`config.mk`:
```
export PLATFORM = sky130hd
export DESIGN_NAME = mux3to1
export DESIGN_NICKNAME = d
export VERILOG_FILES = /design/src/rtl/mux3to1.sv
export SDC_FILE = /design/constraint.sdc
export NUM_CORES = 1
export LEC_CHECK = 0
export CORE_ASPECT_RATIO = 1.2
export CORE_MARGIN = 2
export CORE_UTILIZATION = 32
export DETAILED_ROUTE_END_ITERATION = 16
export GPL_TIMING_DRIVEN = 0
export HOLD_SLACK_MARGIN = 0.03
export PLACE_DENSITY = 0.69
export SETUP_SLACK_MARGIN = 0.3
export SLEW_MARGIN = 20
export SYNTH_ARGS = -nofsm -noshare
export SYNTH_HDL_FRONTEND = slang
export SYNTH_SLANG_ARGS = --single-unit
export TNS_END_PERCENT = 1
```
`constraint.sdc`:
```
create_clock -name clk -period 2 [get_ports clk]
set_clock_uncertainty 0.05 [all_clocks]
set_input_delay 0.2 -clock clk [delete_from_list [all_inputs] [get_ports clk]]
set_output_delay 0.2 -clock clk [all_outputs]
set_load 0.05 [all_outputs]
```
`src/rtl/mux3to1.sv`:
```
// PC-source selector for the fetch stage: combinational and registered outputs,
// illegal-select flags and saturating per-source selection counters.
module mux3to1 #(
    parameter int WIDTH = 32,
    parameter int CNT_W = 16
) (
    input  logic             clk,
    input  logic             rst,
    input  logic [WIDTH-1:0] in0,
    input  logic [WIDTH-1:0] in1,
    input  logic [WIDTH-1:0] in2,
    input  logic [1:0]       sel,
    input  logic             in_valid,
    input  logic             err_clr,
    input  logic             cnt_clr,
    output logic [WIDTH-1:0] out,
    output logic [WIDTH-1:0] out_q,
    output logic             out_valid,
    output logic             sel_err,
    output logic             sel_err_sticky,
    output logic [CNT_W-1:0] cnt0,
    output logic [CNT_W-1:0] cnt1,
    output logic [CNT_W-1:0] cnt2
);

    localparam logic [CNT_W-1:0] CNT_MAX = '1;

    logic [WIDTH-1:0] data_q, data_d;
    logic             valid_q, valid_d;
    logic             err_q, err_d;
    logic             sticky_q, sticky_d;
    logic [CNT_W-1:0] cnt_q [3];
    logic [CNT_W-1:0] cnt_d [3];
    logic             sel_illegal;

    // Anything other than 1 or 2 (including 3 and unknowns) falls back to PC+4.
    always_comb begin
        out = in0;
        case (sel)
            2'd1:    out = in1;
            2'd2:    out = in2;
            default: out = in0;
        endcase
    end

    assign sel_illegal = in_valid && (sel == 2'd3);

    always_comb begin
        data_d   = out;
        valid_d  = in_valid;
        err_d    = sel_illegal;
        sticky_d = sticky_q;
        if (sel_illegal) begin
            sticky_d = 1'b1;
        end else if (err_clr) begin
            sticky_d = 1'b0;
        end
    end

    // Clear beats increment; increments stop at all-ones.
    always_comb begin
        for (int k = 0; k < 3; k++) begin
            cnt_d[k] = cnt_q[k];
            if (cnt_clr) begin
                cnt_d[k] = '0;
            end else if (in_valid && (sel == 2'(k)) && (cnt_q[k] != CNT_MAX)) begin
                cnt_d[k] = cnt_q[k] + 1'b1;
            end
        end
    end

    always_ff @(posedge clk or negedge rst) begin
        if (!rst) begin
            data_q   <= '0;
            valid_q  <= 1'b0;
            err_q    <= 1'b0;
            sticky_q <= 1'b0;
            for (int k = 0; k < 3; k++) begin
                cnt_q[k] <= '0;
            end
        end else begin
            data_q   <= data_d;
            valid_q  <= valid_d;
            err_q    <= err_d;
            sticky_q <= sticky_d;
            for (int k = 0; k < 3; k++) begin
                cnt_q[k] <= cnt_d[k];
            end
        end
    end

    assign out_q          = data_q;
    assign out_valid      = valid_q;
    assign sel_err        = err_q;
    assign sel_err_sticky = sticky_q;
    assign cnt0           = cnt_q[0];
    assign cnt1           = cnt_q[1];
    assign cnt2           = cnt_q[2];

endmodule

```
### Word level (Yosys, flattened, before mapping)

Index checks and enable logic that the tools add are counted.

| word-level totals | value |
|---|---|
| output and inout bits | 115 |
| bits of input ports | 103 |
| flip-flop bits (word level) | 83 |
| logic and storage cells | 37 |

| cells by class | value |
|---|---|
| mux-type cells | 9 |
| add/sub/neg operators | 3 |
| reductions and logical operators | 12 |
| equality and inequality tests | 6 |

Operators with widths:

| operator | count |
|---|---|
| 16-bit 2-to-1 mux | 6 |
| 32-bit case mux with 2 select lines | 1 |
| 16-bit by 1-bit adder with 16-bit output (second input constant) | 3 |
| 16-bit != test (second input constant) | 3 |
| 2-bit nonzero test | 4 |
| 1-bit logical AND | 7 |
| 2-bit equality test (second input constant) | 2 |
| 2-bit by 1-bit equality test with 1-bit output (second input constant) | 1 |
| 2-bit logical NOT | 1 |
| 1-bit 2-to-1 mux | 2 |

### Longest topological paths before layout

Gate-level depths: netlist (run 1).

| logic depth | value |
|---|---|
| depth in word-level cells | 5 |
| mapped depth | 9 |
| mapped depth without buffers | 6 |

### Worst setup path before layout (run 1)

Ideal clock, no wire load.

| path | value |
|---|---|
| path type | register -> register |
| start point | reg cnt_q, in the netlist cnt2[0] |
| end point | reg cnt_q, in the netlist cnt2[1] |
| arrival | 2.082 ns |
| path slack | -0.264 ns |
| period minus slack after synthesis | 2.264 ns |
| path buffers | 2 |
| cell stages (with the launch flop) | 8 |
| path through | dfrtp_1 > ha_1 > nand4_2 > o41ai_2 > buf_2 > buf_4 > mux2i_1 > nor2_1 |

| between the ends | value |
|---|---|
| cells in the longest elaborated chain, start to end | 3 |
| elaborated cells between the ends (all ways) | 6 |
| classes of those cells | 1 x add/sub; 1 x eq/ne; 2 x mux; 2 x reduce/logical |

RTL lines:

| element | line | source |
|---|---|---|
| from (decl) | 32 | `logic [CNT_W-1:0] cnt_q [3];` |
| from (signal, indexed assignment) | 87 | `cnt_q[k] <= cnt_d[k];` |
| 16-bit by 1-bit adder with 16-bit output or 16-bit != test (tied branches) | 67, 66 |  |
| 16-bit 2-to-1 mux or 1-bit logical AND (tied branches) | 66 | `end else if (in_valid && (sel == 2'(k)) && (cnt_q[k] != CNT_MAX)) begin` |
| 16-bit 2-to-1 mux or 2-bit nonzero test (tied branches) | n/a |  |

Parallel ways exist; a longest one is shown, timed or not. The select of a mux whose other input is x is not followed.
A chain may end at the register's enable or synchronous reset.

### Worst setup path in the final report (run 1)

| path | value |
|---|---|
| start point | reg cnt_q, in the netlist cnt0[0] |
| end point | reg cnt_q, in the netlist cnt0[10] |

Same word-level chain as after synthesis.

==> reports/qor.yml, run 1 <==
p_seq_share_pct: 35.6
syn_area_sq_um: 4273
worst_slew_pin_slew_ns: 0.5851
clk_pin_slew_ns: 0.06
place_area_sq_um: 6862
synth_nets: 562
p_comb_share_pct: 34.7
critPathLaunchType: "register"
seq_area_frac_synth_pct: 48.61
vias: 4733
crit_top_cell: "and4_4"
hp-class: "in2reg"
tns_ns: 0
fin_crit_sh_pct: 95.11
crit_fanout: 10
fp.dieArea_sq_um: 14300
outcome: "finished clean"
postLayoutCellArea_sq_um: 7750
num-fill-cells: 1121
via_per_inst: 5.453
antenna_found_initial: 0
min_path_cells: 1
crit_required_ns: 2.21
wl_per_cell_um: 18.83
core_sq_um: 13120
worstSetupStartpoint: "cnt0[0]"
gp_congestion: 0.8770
fmaxAchievable_ghz: 0.5257
cts_tree: "built"
die_h_um: 130.6
synth_top_area_share_pct: 48.61
synth_cell_types: 44
drtPass1Iterations: 4
arrival_ns: 2.12
peakVddDrop_uv: 377.7
hold_viol: 0
switching_share_pct: 35.50
diodes: 0
rr_endpoint: "cnt0[10]"
min_period_ns: 1.902
final-setup-viol-count: 0
cts_num_sinks: 83
synth_common_cells: "83 x dfrtp_1, 60 x a21oi_1, 51 x nor2_1"
first_global_vias: 4911
clk_latency_ns: 0.34
power.density_nw_per_um2: 653.8
cts_buffers: 9
area_growth_syn_to_layout_pct: 81.38
numPortBuffers: 216
nets: 805
hold_ws_ns: 0.2599
synth_most_common_cell: "dfrtp_1"
clock-root-buffer: "clkbuf_16"
htree_levels: 3
max-cap-violations: 0
yosysTopAreaCell: "dfrtp_1"
pin_count: 218
reg2reg_depth: 6
worstSetupEndpoint: "cnt0[10]"
die_width_um: 109.5
drv_slew: 0
ys_warn_count: 0
max_slew_margin_pct: 60.99
utilization_pct: 59.06
ys_ff_latch: 83
ant_nets: 0
dp_hpwl_um: 12110
reg2reg_slack_ns: 0.1
synth-main-ff-cell: "dfrtp_1"
slowest_stage: "or4_1"
drive_above_1_share_pct: 30.57
path_cells: "ha_4 -> and4_4 -> and4_4 -> buf_6 -> or4_1 -> a21oi_2"
drc_errors: 0
cts_max_path_buffers: 2
p_switching_mw: 1.799
worst-setup-path-type: "reg2reg"
grt-ovfl-total: 0
slowest_delay_ns: 0.50
synth_area_per_cell_sq_um: 9.453
critPathCaptureType: "register"
r2r-start: "cnt0[0]"
start_util_pct: 32.56
rows: 46
synthArstFlopShare_pct: 100.0
grt_pass1_wl_um: 25520
yosys-top-cells-area: "dfrtp_1 49%, a21oi_1 7.0%, a22oi_1 5.6%"
wl_um: 16350
rsz0062_at_grt: "true"
power.internal_mw: 3.268
grt_start_max_net_pins: 51
drt_iter0_drc: 191
clock_power_share_pct: 29.7
synth_cells: 452
grt.total_usage_pct: 23.48
synth_edf_count: 0
p_leak_nw: 2.949
power groups by stage:
| stage | Clock (mW) | Sequential, mW | Combinational (mW) |
|---|---|---|---|
| finish | 1.51 | 1.80 | 1.76 |
| global route | 1.60 | 1.81 | 1.83 |
| CTS | 1.53 | 1.80 | 1.76 |
| detailed placement | 0 | 1.83 | 1.61 |
| global placement | 0 | 1.83 | 1.60 |
| floorplan | 0 | 2.17 | 0.567 |
metrics by stage:
| stage | worst slack, ns | std cells | power [mW] |
|---|---|---|---|
| 2_1_floorplan | 0.02075 | 452 | 2.734 |
| 3_3_place_gp | -2.751 | 836 | 3.426 |
| 3_5_place_dp | -1.394 | 837 | 3.447 |
| 4_1_cts | 0.09645 | 863 | 5.093 |
| 5_1_grt | 0.01647 | 868 | 5.235 |
| 6_report | 0.09772 | 868 | 5.067 |
flip-flops by register name, summed over array words and instances, names as in the netlist:
signal	count
out_valid	1
cnt1	16
cnt2	16
cnt0	16
sel_err_sticky	1
out_q	32
sel_err	1
cells by family (layout without fill, tap and decap cells):
| family | Yosys count | in the layout | synth area share, % |
|---|---|---|---|
| buffers and inverters | 49 | 297 | 4.597 |
| XOR/XNOR | 1 | 1 | 0.2050 |
| multiplexers | 11 | 11 | 2.840 |
| AO/OA/AOI/OAI | 133 | 133 | 19.94 |
| AND/OR/NAND/NOR | 168 | 168 | 21.76 |
| flip-flops | 83 | 83 | 48.61 |
| adder cells (fa/ha/maj) | 7 | 7 | 2.050 |
worst min-delay path by stage:
stage | startpoint | to
CTS | in_valid | out_valid
detailed placement | rst | cnt0[8]
global placement | sel_err_sticky | sel_err_sticky
floorplan | rst | cnt0[0]
global route | in_valid | out_valid
finish | in_valid | out_valid
routing by layer:
layer	wire, um	up-vias	GRT usage [%]
met5	0	-	0
met4	502	0	9.680
met3	1101	36	6.151
met2	8656	180	42.19
met1	6086	2330	26.14
li1	-	2187	-
what timing repair did:
item | in CTS | in global routing
endpoints found under the setup margin | 195 | 161
resized for setup | 326 | 15
hold endpoints to repair | 33 | 0
buffers inserted | 9 | 5
cloned | 0 | 0
pin swaps | 4 | 4
hold buffers | 1 | 0
final cells by class:
cell class / instances / area, sq um / share of cell area, %
Multi-Input combinational cell: 320 / 2482 / 32.03
Timing Repair Buffer: 232 / 2313 / 29.85
Clock buffer: 13 / 240.2 / 3.100
Sequential cell: 83 / 2122 / 27.38
Buffer: 30 / 295.3 / 3.810
Tap cell: 168 / 210.2 / 2.712
Inverter: 19 / 71.32 / 0.9202
Clock inverter: 3 / 15.01 / 0.1937
layout by cell type, fill, tap and decap left out, types with 9 or more instances in the layout:
cell             instances
a21oi_1                 26
nor2_1                  46
clkbuf_1                 9
a21oi_2                 29
clkbuf_8                11
clkbuf_16               10
nand2_1                 16
buf_4                   25
dfrtp_2                 36
clkdlybuf4s50_1        178
buf_6                   28
a22oi_1                  9
nand3_1                 11
dfrtp_1                 47
o31ai_1                 19
or4_1                   20
a22oi_2                 23
inv_1                   19
nand4_1                 11
critical path, delay by kind of cell, from the launching register on:
kind | cells | cell delay (ns)
buffers and inverters | 1 | 0.15
adder cells (fa/ha/maj) | 1 | 0.18
flip-flops | 1 | 0.45
AO/OA/AOI/OAI | 1 | 0.15
AND/OR/NAND/NOR | 3 | 0.86
No activity file was read; power rests on OpenSTA's default activity.
==> inputs of run 2 (changes only) <==
--- a/config.mk
+++ b/config.mk
@@ -9,6 +9,7 @@
 export CORE_MARGIN = 2
 export CORE_UTILIZATION = 32
 export DETAILED_ROUTE_END_ITERATION = 16
+export GPL_ROUTABILITY_DRIVEN = 0
 export GPL_TIMING_DRIVEN = 0
 export HOLD_SLACK_MARGIN = 0.03
 export PLACE_DENSITY = 0.69
==> results of run 2 <==
The final DEF is identical to that of run 1; final timing and power are the same.
